==> src/rtl/sid_bus_regs.sv <==
// rtl/sid_bus_regs.sv - SID bus-side register file with read mux and data-bus capacitor decay

package sid;
    typedef enum logic {
        MOS6581 = 1'b0,
        MOS8580 = 1'b1
    } model_e;

    // One-hot SID cycle phase; bit positions below.
    typedef logic [3:0] phase_t;
    localparam int PHI1      = 0;
    localparam int PHI1_PHI2 = 1;
    localparam int PHI2      = 2;
    localparam int PHI2_PHI1 = 3;
endpackage

module sid_bus_regs #(
    parameter logic [13:0] BUS_TTL_6581 = 14'd8,
    parameter logic [13:0] BUS_TTL_8580 = 14'd664
) (
    input  logic              clk,
    input  logic              res,
    input  logic              tick_ms,
    input  sid::model_e       model,
    input  sid::phase_t       phase,
    input  logic              bus_cs,
    input  logic              bus_rw,
    input  logic [4:0]        bus_addr,
    input  logic [7:0]        bus_data_i,
    input  logic [7:0]        potx,
    input  logic [7:0]        poty,
    input  logic [7:0]        osc3,
    input  logic [7:0]        env3,
    output logic [24:0][7:0]  regs_o,
    output logic [7:0]        bus_data_o
);

    localparam logic [4:0] LAST_RW_ADDR = 5'h18;

    logic [24:0][7:0] regs_q, regs_d;
    logic [7:0]       bus_value_q, bus_value_d;
    logic [13:0]      bus_age_q, bus_age_d;
    logic [7:0]       rdata_q, rdata_d;

    logic             access;
    logic [13:0]      ttl;
    logic [7:0]       rd_value;

    assign access = phase[sid::PHI2_PHI1] && bus_cs;
    assign ttl    = (model == sid::MOS6581) ? BUS_TTL_6581 : BUS_TTL_8580;

    // Write-only and unused addresses return whatever the bus capacitor still holds.
    always_comb begin
        rd_value = bus_value_q;
        case (bus_addr)
            5'h19:   rd_value = potx;
            5'h1A:   rd_value = poty;
            5'h1B:   rd_value = osc3;
            5'h1C:   rd_value = env3;
            default: rd_value = bus_value_q;
        endcase
    end

    always_comb begin
        regs_d      = regs_q;
        bus_value_d = bus_value_q;
        bus_age_d   = bus_age_q;
        rdata_d     = rdata_q;
        if (access) begin
            bus_age_d = 14'd0;
            if (!bus_rw) begin
                if (bus_addr <= LAST_RW_ADDR) begin
                    regs_d[bus_addr] = bus_data_i;
                end
                bus_value_d = bus_data_i;
            end else begin
                rdata_d     = rd_value;
                bus_value_d = rd_value;
            end
        end else if (bus_age_q >= ttl) begin
            // >= so that a switch to a shorter TTL past the current age still expires.
            bus_value_d = 8'h00;
        end else begin
            bus_age_d = bus_age_q + {13'd0, tick_ms};
        end
    end

    always_ff @(posedge clk) begin
        if (res) begin
            regs_q      <= '0;
            bus_value_q <= 8'h00;
            bus_age_q   <= 14'd0;
            rdata_q     <= 8'h00;
        end else begin
            regs_q      <= regs_d;
            bus_value_q <= bus_value_d;
            bus_age_q   <= bus_age_d;
            rdata_q     <= rdata_d;
        end
    end

    assign regs_o     = regs_q;
    assign bus_data_o = rdata_q;

endmodule

==> config.mk <==
export PLATFORM = sky130hd
export DESIGN_NAME = sid_bus_regs
export DESIGN_NICKNAME = d
export VERILOG_FILES = /design/src/rtl/sid_bus_regs.sv
export SDC_FILE = /design/constraint.sdc
export NUM_CORES = 1
export LEC_CHECK = 0
export BUFFER_PORTS_ARGS = -buffer_cell sky130_fd_sc_hd__buf_2
export CAP_MARGIN = 10
export CORE_ASPECT_RATIO = 1.75
export CORE_UTILIZATION = 52
export DETAILED_ROUTE_END_ITERATION = 8
export GPL_TIMING_DRIVEN = 0
export PLACE_DENSITY = 0.8
export SETUP_SLACK_MARGIN = 0.2
export SLEW_MARGIN = 25
export SYNTH_ARGS = -nofsm -noshare
export SYNTH_HDL_FRONTEND = slang
export SYNTH_SLANG_ARGS = --single-unit
==> constraint.sdc <==
create_clock -name clk -period 2.8 [get_ports clk]
set_clock_uncertainty 0.2 [all_clocks]
set_input_delay 0.56 -clock clk [delete_from_list [all_inputs] [get_ports clk]]
set_output_delay 0.56 -clock clk [all_outputs]
set_load 0.01 [all_outputs]
==> flow_summary.toml <==
[worst_setup_path]
required_ns = 3.02
max_stage_delay_ns = 0.40
worstReg2RegStart = "bus_age_q[7]"
rrSetupSlack_ns = 0.44
r2r_cells = 7
path_cells = "ha_1, o31ai_1, a21o_1, clkbuf_1, nand3_2, or3_1, a21oi_1"
worstSetupStartpointType = "flip-flop"
critPathKind = "flip-flop to flip-flop"
cp-end-kind = "flip-flop"
crit_start = "bus_age_q[7]"
reg2reg_to = "bus_age_q[9]"
endpoint = "bus_age_q[9]"
crit_slowest_cell = "dfxtp_1"
cp_max_fo = 10
arrival_ns = 2.58

[job]
drv_cap = 0

[drt]
vias_per_cell = 5.53
drt-wirelength-per-cell_um = 18.2
wl_met2_mm = 13.8
ant_nets = 0
dr.pass1.iters = 5
num_vias = 8387
drc = 0
drt-initial-drc-count = 444
wirelength_mm = 27.6
wl_met1_mm = 10.1
wl_met3_mm = 2.09
routed.top_layer = "met4"

[global_route]
overflow = 0
antenna_found_initial = 1
first_global_vias = 8175
grt_pass1_wl_mm = 42.5
track_usage_pct = 30.5
grt_max_degree = 16

[final_layout]
area_growth_pct = 25.0
final_common_cell = "buf_2"
drive_above_1_share_pct = 24.8
nets = 1337
final_cell_mix = "buf_2 (266), dfxtp_1 (230), nor2_1 (137), mux2i_1 (125), nand2_1 (116)"

[timing]
hold_viol_final = 0
drv_slew = 0
fin_crit_ns = 2.36
finalSetupTns_ns = 0
finalSetupViolCount = 0
tightest_slew_ns = 0.858
maxSlewHeadroom_pct = 42.4
fmax_mhz = 423
period_share_pct = 84.5
grt_setup_unrepaired = "false"
finalWorstSetupSlack_ns = 0.435

[floorplanning]
dieArea_um2 = 18000
rows = 63
core_um2 = 17000
ios = 263
die_h_um = 177
initial_core_util_pct = 53.2
dieWidth_um = 102

[place]
port_buffers = 250
hpwl_mm = 20.2
place_ws_ns = 0.0276
gp_congestion = 0.918

[synthesis]
avgSynthCellArea_um2 = 9.03
synth_ff_type = "dfxtp_1"
synth_area_um2 = 9060
synth_top_area_cell = "dfxtp_1"
synth_edf_count = 0
synth-seq-cells = 230
yosys_warnings = 0
yosysUniqueCellTypes = 49
syn-num-nets = 1064
yosysSeqAreaShare_pct = 50.8
synthCells = 1004
async_flop_share_pct = 0
synth_top_area_share_pct = 50.8
yosys-top-cells-area = "dfxtp_1 (51%), mux2i_1 (14%), nor2_1 (5.7%)"

[power_and_ir_drop]
power_leakage_uw = 0.00529
ir_drop_mv = 0.511
cellPowerDensity_nw_per_um2 = 594

[clocking]
ctsHoldBuffers = 0
numCtsBuffers = 21
path_clk_slew_ns = 0.06
cts_resized = 0
cts_tree = "built"
cts.sinks = 230
clockBufferDepth = 3
cts_max_level = 1
post_cts_buffers = 0
insertion_delay_ns = 0.49
clock-root-buffer = "clkbuf_16"

[min_path]
hp-class = "flip-flop to flip-flop"

[run_status]
status = "completed"
[synth_stat cells, drive strengths merged, types with 2 or more instances]
master / count
dfxtp: 230
nor2: 139
mux2i: 125
nand2: 116
a21oi: 100
nand3: 99
clkbuf: 58
buf: 31
a311oi: 8
inv: 7
nand4: 7
nor2b: 7
o21ai: 7
o221ai: 7
and2: 6
xor2: 6
and3: 5
ha: 5
nor3: 5
o22a: 5
a21o: 3
nand2b: 3
a32o: 2
and4: 2
nand3b: 2
nand4b: 2
nor4: 2
or3: 2
or3b: 2
[power breakdown]
part / total (uW) / switching, uW / internal [uW] / leakage, uW
registers: 3300 / 10.1 / 3290 / 0.00185
clock network: 3060 / 1200 / 1860 / 0.000360
logic: 369 / 265 / 104 / 0.00308
[worst min-delay path by stage]
stage	start	endpoint	slack [ns]	cells past startpoint
after detailed placement	regs_o[70]	regs_o[70]	0.24	2
after CTS	regs_o[70]	regs_o[70]	0.25	2
after floorplan	bus_age_q[12]	bus_age_q[12]	0.22	1
final	regs_o[72]	regs_o[72]	0.25	2
after global routing	regs_o[72]	regs_o[72]	0.27	2
after global placement	regs_o[160]	regs_o[160]	0.24	2
[through the flow]
step                      instance area (um2)  std cells  utilization [%]  hold WS (ns)  total power [uW]
final                                   11300       1517             66.5         0.251              6730
after global placement                  10600       1481             62.2         0.238              3730
after detailed placement                10600       1481             62.2         0.243              3740
after floorplan                          9060       1004                -         0.222              3590
after CTS                               11300       1516             66.5         0.252              6750
after global routing                    11300       1516             66.5         0.266              6920
[routing by layer]
metal | vias to the layer above | global-route usage, %
li1 | 3977 | -
met1 | 3949 | 33.1
met2 | 365 | 53.5
met3 | 96 | 6.71
met4 | 0 | 17.2
met5 | - | 0
[worst max-delay path: cells and delay by family, from the launching register on]
kind / cells / cell delay, ns
AOI/OAI and AO/OA: 3 / 0.55
buffers and inverters: 1 / 0.34
adders and majority gates: 1 / 0.26
and+or+nand+nor: 2 / 0.54
DFF: 1 / 0.40
[sequential cells by signal, summed over array words and instances, names as in the netlist]
name         count
bus_data_o       8
regs_o         200
bus_value_q      8
bus_age_q       14
[cell type report]
cell class / instances / area, um2
diodes: 1 / 2.50
plain buffers: 89 / 388
clock buffers: 25 / 551
clock inverters: 10 / 175
fillers: 1470 / 5700
inverters: 7 / 26.3
multi-input cells: 678 / 4040
flip-flops and latches: 230 / 4600
well taps: 227 / 284
repair buffers: 250 / 1250
[logic make-up (layout without fill, tap and decap cells)]
logic type,count (synthesis),count (layout),share of synthesized area [%]
AOI/OAI and AO/OA,137,137,8.74
muxes,125,125,13.8
buffers and inverters,96,381,4.57
other,0,1,0
xor gates and xnor gates,6,6,0.580
DFF,230,230,50.8
and+or+nand+nor,405,405,20.8
adders and majority gates,5,5,0.690
Power figures use the tool's default switching activity.
